<file path="src/rtl/string_builder.sv">
// string_builder: push-button line editor holding up to DEPTH characters with cursor,
// candidate stepping, insert/overwrite commit and backspace via a shift FSM.
module string_builder #(
  parameter int DEPTH = 16,
  parameter logic [7:0] CHAR_MIN = 8'h20,
  parameter logic [7:0] CHAR_MAX = 8'h7E,
  parameter bit INSERT = 1'b1,
  localparam int AW = $clog2(DEPTH),
  localparam int LW = $clog2(DEPTH + 1)
) (
  input  logic          clk,
  input  logic          i_sclr,
  input  logic          i_key_right_n,
  input  logic          i_key_down_n,
  input  logic          i_key_left_n,
  input  logic          i_key_char_n,
  input  logic          i_key_backspace_n,
  input  logic [AW-1:0] i_raddr,
  output logic [7:0]    o_rdata,
  output logic [7:0]    o_cand,
  output logic [LW-1:0] o_len,
  output logic [LW-1:0] o_cursor,
  output logic          o_busy,
  output logic          o_full,
  output logic          o_empty,
  output logic          o_err
);
  typedef enum logic [1:0] {IDLE, SHIFT_R, SHIFT_L} state_t;
  localparam logic [LW-1:0] ONE = LW'(1);
  localparam logic [LW-1:0] TWO = LW'(2);
  localparam logic [LW-1:0] CAP = LW'(DEPTH);
  state_t state;
  logic [4:0] keys, s1, s2, s3, cmd;
  logic [LW-1:0] idx, idx_dn, idx_up;
  logic [7:0] mem [DEPTH];
  logic c_bs, c_ch, c_rt, c_lt, c_dn, at_end, r_done, l_done, cand_wr;
  assign keys = {i_key_backspace_n, i_key_char_n, i_key_right_n, i_key_left_n, i_key_down_n};
  // falling edge of the synchronised key, then fixed priority bs > char > right > left > down
  assign cmd = s3 & ~s2;
  assign c_bs = cmd[4];
  assign c_ch = cmd[3] & ~cmd[4];
  assign c_rt = cmd[2] & ~|cmd[4:3];
  assign c_lt = cmd[1] & ~|cmd[4:2];
  assign c_dn = cmd[0] & ~|cmd[4:1];
  assign at_end = o_cursor == o_len;
  assign idx_dn = idx - ONE;
  assign idx_up = idx + ONE;
  assign r_done = idx == o_cursor + ONE;
  assign l_done = idx == o_len - TWO;
  assign o_full = o_len == CAP;
  assign o_empty = o_len == '0;
  assign o_busy = state != IDLE;
  assign cand_wr = (state == IDLE && c_ch && (at_end ? !o_full : !INSERT)) || (state == SHIFT_R && r_done);
  always_ff @(posedge clk) begin
    if (cand_wr) mem[o_cursor[AW-1:0]] <= o_cand;
    if (state == SHIFT_R) mem[idx[AW-1:0]] <= mem[idx_dn[AW-1:0]];
    if (state == SHIFT_L) mem[idx[AW-1:0]] <= mem[idx_up[AW-1:0]];
  end
  always_ff @(posedge clk) begin
    if (i_sclr) begin
      s1 <= '1;
      s2 <= '1;
      s3 <= '1;
      state <= IDLE;
      idx <= '0;
      o_len <= '0;
      o_cursor <= '0;
      o_cand <= CHAR_MIN;
      o_err <= 1'b0;
      o_rdata <= 8'h00;
    end else begin
      s1 <= keys;
      s2 <= s1;
      s3 <= s2;
      o_err <= 1'b0;
      o_rdata <= (LW'(i_raddr) < o_len) ? mem[i_raddr] : 8'h00;
      case (state)
        IDLE: begin
          if (c_bs) begin
            if (o_cursor == '0) o_err <= 1'b1;
            else if (at_end) begin
              o_len <= o_len - ONE;
              o_cursor <= o_cursor - ONE;
            end else begin
              state <= SHIFT_L;
              idx <= o_cursor - ONE;
            end
          end else if (c_ch) begin
            if (at_end) begin
              if (o_full) o_err <= 1'b1;
              else begin
                o_len <= o_len + ONE;
                o_cursor <= o_cursor + ONE;
              end
            end else if (!INSERT) o_cursor <= o_cursor + ONE;
            else if (o_full) o_err <= 1'b1;
            else begin
              state <= SHIFT_R;
              idx <= o_len;
            end
          end else if (c_rt) begin
            if (at_end) o_err <= 1'b1;
            else o_cursor <= o_cursor + ONE;
          end else if (c_lt) begin
            if (o_cursor == '0) o_err <= 1'b1;
            else o_cursor <= o_cursor - ONE;
          end else if (c_dn) o_cand <= (o_cand == CHAR_MAX) ? CHAR_MIN : o_cand + 8'd1;
        end
        SHIFT_R: begin
          idx <= idx_dn;
          if (r_done) begin
            o_len <= o_len + ONE;
            o_cursor <= o_cursor + ONE;
            state <= IDLE;
          end
        end
        SHIFT_L: begin
          idx <= idx_up;
          if (l_done) begin
            o_len <= o_len - ONE;
            o_cursor <= o_cursor - ONE;
            state <= IDLE;
          end
        end
        default: state <= IDLE;
      endcase
    end
  end
endmodule
</file>
<file path="config.mk">
export PLATFORM = sky130hd
export DESIGN_NAME = string_builder
export DESIGN_NICKNAME = d
export VERILOG_FILES = /design/src/rtl/string_builder.sv
export SDC_FILE = /design/constraint.sdc
export NUM_CORES = 1
export LEC_CHECK = 0
export CAP_MARGIN = 40
export CORE_MARGIN = 5
export CORE_UTILIZATION = 54
export CTS_BUF_LIST = sky130_fd_sc_hd__clkbuf_8
export CTS_CLUSTER_DIAMETER = 150
export DETAILED_ROUTE_END_ITERATION = 10
export GPL_ROUTABILITY_DRIVEN = 0
export PLACE_DENSITY = 0.72
export SLEW_MARGIN = 20
export SYNTH_ARGS = -nofsm -noshare
export SYNTH_HDL_FRONTEND = slang
export SYNTH_SLANG_ARGS = --single-unit
</file>
<file path="constraint.sdc">
create_clock -name clk -period 5.1 [get_ports clk]
set_clock_uncertainty 0.05 [all_clocks]
set_input_delay 1.02 -clock clk [delete_from_list [all_inputs] [get_ports clk]]
set_output_delay 1.02 -clock clk [all_outputs]
set_load 0.1 [all_outputs]
</file>
==> results.toml, run 1 <==
[global_routing]
antenna_found_initial = 2
grt_usage_pct = 27.8
grt_pass1_vias = 8869
overflow = 0
grt_pass1_wl_um = 51700
grt_max_degree = 48

[cells_and_area]
nNetsFinal = 1118
seq_area_mm2 = 0.00483
syn_to_final_growth_pct = 13.6
nFillCells = 1623
drive_gt1_share_pct = 25.3
multi_input_area_mm2 = 0.00632
design_area_mm2 = 0.0133
antenna_cells = 0

[power]
p_int_mw = 3.78
combPwrFrac_pct = 59.6
powerDensity_mw_per_mm2 = 545
switching_power_mw = 3.46
seqPwrFrac_pct = 26.0
p_sw_share_pct = 47.8
peakVddDrop_mv = 0.319
power.share.clock_pct = 14.4
finalPower_mw = 7.25
power.leakage_nw = 4.61

[drt]
dr.pass1.iters = 6
routed_wl_um = 33600
drtIter0Drc = 1149
postRouteAntennaNets = 0
via_per_inst = 6.58
vias = 9017
drcViolationCount = 0
routedWlPerCell_um = 24.6

[clocking]
htreeDepth = 4
path_clk_slew_ns = 0.10
cts-root-buf = "clkbuf_8"
postCtsSetupRepairBufs = 0
cts_tree = "done"
cts_hold_buf = 0
cts_made_buffers = 17
cts_buffer_depth = 2
worstSkewPairLatency_ns = 0.48
cts_resized = 0
cts_sinks = 177

[synthesis]
synth_adder_area_share_pct = 2.67
avgSynthCellArea_um2 = 11.2
syn-instance-count = 1044
synth_seq_area_share_pct = 41.2
synth_compound_area_share_pct = 13.4
syn_nets = 1080
synth_top_area_share_pct = 32.8
synth.area.mux_share_pct = 22.5
synth-simple-area-share_pct = 11.6
synth_top_flop_cell = "edfxtp_1"
post_synth_num_cell_types = 74
yosysMostFrequentCell = "nand2_1"
synthTopCellsByCount = "nand2_1, edfxtp_1, mux4_2"
netlist_area_mm2 = 0.0117
yosys.area.top_type = "edfxtp_1"
yosys_warnings = 0
synth_xor_area_share_pct = 3.53
synth_area_leaders = "edfxtp_1, mux4_2, dfxtp_1"
synth_edf_count = 128
ys_ff_latch = 177
synth_top_family_by_area = "multiplexers"
synth_async_sr_flop_share_pct = 0

[floorplan]
floorplan.rows = 53
dieHeight_um = 157
die_w_um = 157
io_pins = 41
core_mm2 = 0.0212
die_area_mm2 = 0.0247
start_util_pct = 55.3

[worst_setup_path]
critPathMaxStageDelay_ns = 0.63
cp.arrival_ns = 4.11
end_kind = "register"
crit_path_top_delay_cell = "xnor2_4"
cp_cell_sequence = "ha_1 > xnor2_4 > buf_4 > mux2_2 > mux4_2 > a22oi_4 > o21ai_0"
crit_fanout = 26
timing_worst_setup_path_type = "reg -> reg"
cp-start-kind = "register"
critPathRequiredTime_ns = 5.25

[timing]
tightest_slew_ns = 0.895
hold_viol = 0
fin_crit_ns = 3.96
relSlewSlack_pct = 40.2
fmax_ghz = 0.252
period_share_pct = 77.7
drv_slew = 0
fin_setup_tns_ns = 0
finalWorstSetupSlack_ns = 1.14
rsz0062_at_grt = "false"
finalSetupViolCount = 0

[min_path]
hp-class = "reg -> reg"

[placement]
place_ws_ns = 1.25
portBuffers = 40
dp_hpwl_um = 22300
place_area_mm2 = 0.0128

[status]
outcome = "completed"

[job]
cap_violations = 0
==> layout make-up <==
type | instances | share of cell area [%]
Multi-Input combinational cell | 747 | 47.5
Sequential cell | 177 | 36.3
Timing Repair Buffer | 122 | 9.98
Tap cell | 275 | 2.59
Clock buffer | 17 | 1.76
Clock inverter | 15 | 1.33
Inverter | 17 | 0.480
==> path summary, 6_finish.rpt <==
kind	slack [ns]	startpoint	to	cells past startpoint
worst max-delay path	1.14	idx[0]	mem[13][6]	7
worst min register to register	0.36	s1[0]	s2[0]	1
worst min-delay path	0.36	s1[0]	s2[0]	1
worst max register to register	1.14	idx[0]	mem[13][6]	7
==> metal layers <==
layer / vias to the layer above / GRT usage [%] / wire length, um / share of wire (%)
met4: 4 / 12.6 / 1740 / 5.2
li1: 4004 / - / - / -
met1: 4306 / 36.0 / 12400 / 37
met2: 569 / 43.9 / 15800 / 47
met5: - / 0 / 27 / 0.080
met3: 134 / 7.73 / 3680 / 11
==> flip-flops by register name, indices dropped and copies added, names as in the netlist <==
name and count:
idx 5, mem 128, o_cand 8, o_cursor 5, o_err 1, o_len 5, o_rdata 8, s1 5
s2 5, s3 5, state 2
==> power groups by stage <==
| stage | combinational [mW] | clock [mW] | sequential, mW |
|---|---|---|---|
| 2_1_floorplan | 3.31 | 0 | 1.98 |
| 3_3_place_gp | 3.96 | 0 | 1.90 |
| 3_5_place_dp | 4.21 | 0 | 1.91 |
| 4_1_cts | 4.22 | 1.05 | 1.88 |
| 5_1_grt | 4.59 | 1.12 | 1.90 |
| 6_report | 4.32 | 1.04 | 1.88 |
==> critical path, delay by kind of cell (launching register included) <==
kind,cells,cell delay (ns)
flops,1,0.50
xor+xnor,1,0.63
mux,2,0.85
buf+inv,1,0.42
fa+ha+maj,1,0.42
compound gates,2,0.78
==> cell families (layout without fill, tap and decap cells) <==
logic type	after synthesis	count (layout)
buffers and inverters	120	171
AOI/OAI and AO/OA	246	246
adders and majority gates	25	25
DFF	177	177
muxes	138	138
xor gates and xnor gates	43	43
and+or+nand+nor	295	295
==> cell usage in the layout (no fill, tap or decap), drive strengths merged, types with 3 or more instances in the layout <==
master	instances
nand2	129
edfxtp	128
o21ai	125
mux4	95
buf	83
nor2	63
a21oi	56
dfxtp	49
clkdlybuf4s50	39
mux2i	27
ha	25
xnor2	25
inv	23
or2	19
clkbuf	17
nand3	16
xor2	16
mux2	16
nor2b	12
nor3	11
and3	8
nand4	8
nand2b	8
a31oi	7
a211oi	7
a22oi	7
clkinv	7
or3	6
o211ai	5
o22ai	4
nand3b	4
o21bai	4
o221ai	4
o21a	3
a221o	3
o31ai	3
==> metrics by stage <==
stage / utilization (%) / hold WS [ns] / cells
after floorplan: - / 0.339 / 1044
after global placement: 58.0 / 0.343 / 1299
after detailed placement: 60.4 / 0.343 / 1331
after CTS: 62.3 / 0.350 / 1363
after global routing: 62.9 / 0.368 / 1370
final: 62.9 / 0.356 / 1370
(Power assumes the default switching activity.)
==> run 2: changes to the inputs <==
==> constraint.sdc (replaced) <==
create_clock -name clk -period 4 [get_ports clk]
set_clock_uncertainty 0.05 [all_clocks]
set_input_delay 0.8 -clock clk [delete_from_list [all_inputs] [get_ports clk]]
set_output_delay 0.8 -clock clk [all_outputs]
set_load 0.1 [all_outputs]
==> results.toml, run 2 (same netlist as run 1, synthesis figures left out) <==
[status]
outcome = "completed"

[power]
switching_power_mw = 4.34
p_sw_share_pct = 46.5
finalPower_mw = 9.32
seqPwrFrac_pct = 24.6
powerDensity_mw_per_mm2 = 704
combPwrFrac_pct = 60.6
power.leakage_nw = 4.66
peakVddDrop_mv = 0.435
p_int_mw = 4.99
power.share.clock_pct = 14.8

[clocking]
cts_hold_buf = 0
htreeDepth = 4
path_clk_slew_ns = 0.10
worstSkewPairLatency_ns = 0.47
cts_resized = 0
postCtsSetupRepairBufs = 0
cts_buffer_depth = 2
cts_sinks = 177
cts_made_buffers = 17
cts_tree = "done"
cts-root-buf = "clkbuf_8"

[timing]
fin_crit_ns = 3.43
finalSetupViolCount = 0
period_share_pct = 85.7
hold_viol = 0
relSlewSlack_pct = 43.9
fin_setup_tns_ns = 0
rsz0062_at_grt = "false"
tightest_slew_ns = 0.841
drv_slew = 0
fmax_ghz = 0.292

[placement]
place_area_mm2 = 0.0127
dp_hpwl_um = 22800
portBuffers = 40

[worst_setup_path]
cpMostUsedCell = "mux4_2"
critPathRequiredTime_ns = 4.15
timing_worst_setup_path_type = "reg -> reg"
cp_cell_sequence = "ha_1 > xnor2_4 > buf_4 > mux4_2 > mux4_2 > mux2i_4 > o21ai_0"
crit_path_top_delay_cell = "ha_1"
crit_fanout = 18
cp-start-kind = "register"
end_kind = "register"
path_buf_inv = 1
cp.arrival_ns = 3.58
critPathMaxStageDelay_ns = 0.54
crit_family = "multiplexers"

[drt]
via_per_inst = 6.54
drcViolationCount = 0
drtIter0Drc = 1038
vias = 9006
postRouteAntennaNets = 0
dr.pass1.iters = 8
routedWlPerCell_um = 24.1
routed_wl_um = 33200

[floorplan]
core_mm2 = 0.0212
floorplan.rows = 53
io_pins = 41
die_w_um = 157
die_area_mm2 = 0.0247
start_util_pct = 55.3
dieHeight_um = 157

[global_routing]
grt_usage_pct = 27.4
overflow = 0
antenna_found_initial = 0
grt_pass1_wl_um = 51000
grt_max_degree = 47
grt_pass1_vias = 8672

[cells_and_area]
nFillCells = 1622
layout_common_cells = "nand2_1, edfxtp_1, mux4_2"
final_common_cell = "nand2_1"
syn_to_final_growth_pct = 13.2
antenna_cells = 0
drive_gt1_share_pct = 27.1
largest_register_ffs = 128
nNetsFinal = 1126
design_area_mm2 = 0.0132

[job]
cap_violations = 0

[min_path]
hp-class = "reg -> reg"
## run 2: metrics by stage
step	worst slack [ns]	util, %	hold slack, ns	std cells
2_1_floorplan	0.227	-	0.339	1044
3_3_place_gp	0.685	58.8	0.343	1323
3_5_place_dp	0.498	60.0	0.347	1340
4_1_cts	0.504	62.1	0.368	1372
5_1_grt	0.446	62.6	0.375	1378
6_report	0.572	62.6	0.368	1378
## run 2: area by class of cell
cell class	instances	area, um2	area share (%)
Clock buffer	18	248	1.87
Tap cell	275	344	2.60
Inverter	17	63.8	0.482
Multi-Input combinational cell	747	6320	47.7
Clock inverter	14	191	1.45
Sequential cell	177	4830	36.5
Timing Repair Buffer	130	1250	9.43
## run 2: power groups by stage
stage	Clock [mW]	Sequential, mW	Combinational (mW)
6_report	1.38	2.29	5.65
5_1_grt	1.48	2.31	6.03
4_1_cts	1.40	2.29	5.51
3_5_place_dp	0	2.33	5.50
3_3_place_gp	0	2.33	5.30
2_1_floorplan	0	2.52	4.22
## run 2: final timing paths
check	startpoint	to	slack [ns]	cells after the start
max	idx[1]	mem[13][3]	0.57	7
min	s1[1]	s2[1]	0.37	1
max reg2reg	idx[1]	mem[13][3]	0.57	7
min reg2reg	s1[1]	s2[1]	0.37	1
## run 2: routing by layer
layer  part of all wire (%)  up-vias  GRT usage [%]
met3                     12       75           5.99
met1                     37     4361           37.5
met4                    3.3        0           10.0
met5                      0        -              0
met2                     47      553           43.4
li1                       -     4017              -
==> run 3: changes to the inputs <==
--- a/config.mk
+++ b/config.mk
@@ -6,13 +6,14 @@
 export NUM_CORES = 1
 export LEC_CHECK = 0
 export CAP_MARGIN = 40
+export CELL_PAD_IN_SITES_DETAIL_PLACEMENT = 1
+export CELL_PAD_IN_SITES_GLOBAL_PLACEMENT = 2
 export CORE_MARGIN = 5
-export CORE_UTILIZATION = 54
+export CORE_UTILIZATION = 44
 export CTS_BUF_LIST = sky130_fd_sc_hd__clkbuf_8
 export CTS_CLUSTER_DIAMETER = 150
 export DETAILED_ROUTE_END_ITERATION = 10
-export GPL_ROUTABILITY_DRIVEN = 0
-export PLACE_DENSITY = 0.72
+export PLACE_DENSITY_LB_ADDON = 0.1
 export SLEW_MARGIN = 20
 export SYNTH_ARGS = -nofsm -noshare
 export SYNTH_HDL_FRONTEND = slang
==> results.toml, run 3 (same netlist as run 1, synthesis figures left out) <==
[status]
outcome = "completed"

[placement]
dp_hpwl_um = 25700
place_ws_ns = 0.494
gp_congestion = 0.825
place_area_mm2 = 0.0127
place_inst = 1393
portBuffers = 40

[cells_and_area]
syn_to_final_growth_pct = 12.6
layout_common_cells = "nand2_1, edfxtp_1, mux4_2"
antenna_cells = 0
post-route-util_pct = 50.4
largest_register_ffs = 128
drive_gt1_share_pct = 26.6
final_common_cell = "nand2_1"
nFillCells = 2751
design_area_mm2 = 0.0132
final_cells = 1429
nNetsFinal = 1117

[worst_setup_path]
cpMostUsedCell = "buf_4"
timing_worst_setup_path_type = "reg -> reg"
critPathMaxStageDelay_ns = 0.85
critPathRequiredTime_ns = 4.17
crit_path_top_delay_cell = "ha_2"
crit_fanout = 28
path_buf_inv = 3
end_kind = "register"
cp.arrival_ns = 3.73
cp_cell_sequence = "inv_1 > ha_2 > buf_4 > buf_4 > mux4_2 > a22oi_4 > o21ai_0"
cp-start-kind = "register"
crit_family = "adder cells"

[clocking]
cts_sinks = 177
cts_buffer_depth = 2
postCtsSetupRepairBufs = 0
path_clk_slew_ns = 0.12
cts-root-buf = "clkbuf_8"
cts_resized = 0
cts_made_buffers = 17
worstSkewPairLatency_ns = 0.50
cts_tree = "done"
htreeDepth = 4
cts_hold_buf = 0

[drt]
drcViolationCount = 0
via_per_inst = 6.33
routed_wl_um = 39300
drtIter0Drc = 876
vias = 9040
postRouteAntennaNets = 0
routedWlPerCell_um = 27.5
dr.pass1.iters = 5

[power]
powerDensity_mw_per_mm2 = 701
power.leakage_nw = 4.59
combPwrFrac_pct = 61.6
p_int_mw = 4.65
switching_power_mw = 4.59
peakVddDrop_mv = 0.403
p_sw_share_pct = 49.7
power.share.clock_pct = 13.7
finalPower_mw = 9.24
seqPwrFrac_pct = 24.7

[global_routing]
grt_pass1_vias = 9043
overflow = 0
grt_max_degree = 71
grt_usage_pct = 26.1
antenna_found_initial = 0
grt_pass1_wl_um = 58400

[timing]
finalWorstSetupSlack_ns = 0.444
fmax_ghz = 0.281
fin_crit_ns = 3.56
finalSetupViolCount = 0
fin_setup_tns_ns = 0
relSlewSlack_pct = 42.0
hold_viol = 0
drv_slew = 0
rsz0062_at_grt = "false"
whs_ns = 0.374
period_share_pct = 88.9
tightest_slew_ns = 0.869

[floorplan]
die_w_um = 173
core_mm2 = 0.0261
die_area_mm2 = 0.0300
floorplan.rows = 59
dieHeight_um = 173
io_pins = 41
start_util_pct = 44.8

[job]
cap_violations = 0

[min_path]
hp-class = "reg -> reg"
[run 3: cell count changes in the layout (fill, tap and decap cells not counted), sizes merged]
| cell | delta |
|---|---|
| clkbuf | -1 |
| bufinv | -4 |
| buf | -7 |
| clkdlybuf4s50 | -2 |
| clkinv | +2 |
| inv | +3 |
[run 3: worst paths after layout]
check             cells after the start  startpoint          to  slack, ns
hold reg to reg                       1       s1[2]       s2[2]       0.37
setup / recovery                      7      idx[1]  mem[14][0]       0.44
hold / removal                        1       s1[2]       s2[2]       0.37
setup reg to reg                      7      idx[1]  mem[14][0]       0.44
[run 3: routing by layer]
metal  GRT usage [%]  wire length (um)  up-vias
met3            4.50              3050       70
li1                -                 -     3995
met1            35.8             16400     4595
met5               0                 0        -
met4            6.85               932        0
met2            43.4             19000      380
[run 3: power by group through the flow]
stage                     clock network (mW)  logic (mW)  registers (mW)
final                                   1.27        5.69            2.28
after global routing                    1.35        6.07            2.30
after CTS                               1.29        5.67            2.28
after detailed placement                   0        5.65            2.32
after global placement                     0        5.49            2.31
after floorplan                            0        4.22            2.52
[run 3: cell type report]
class	count	area, um2	area share, %
Clock buffer	17	234	1.77
Inverter	17	63.8	0.484
Timing Repair Buffer	121	1160	8.83
Tap cell	335	419	3.18
Sequential cell	177	4830	36.6
Clock inverter	15	151	1.15
Multi-Input combinational cell	747	6320	48.0
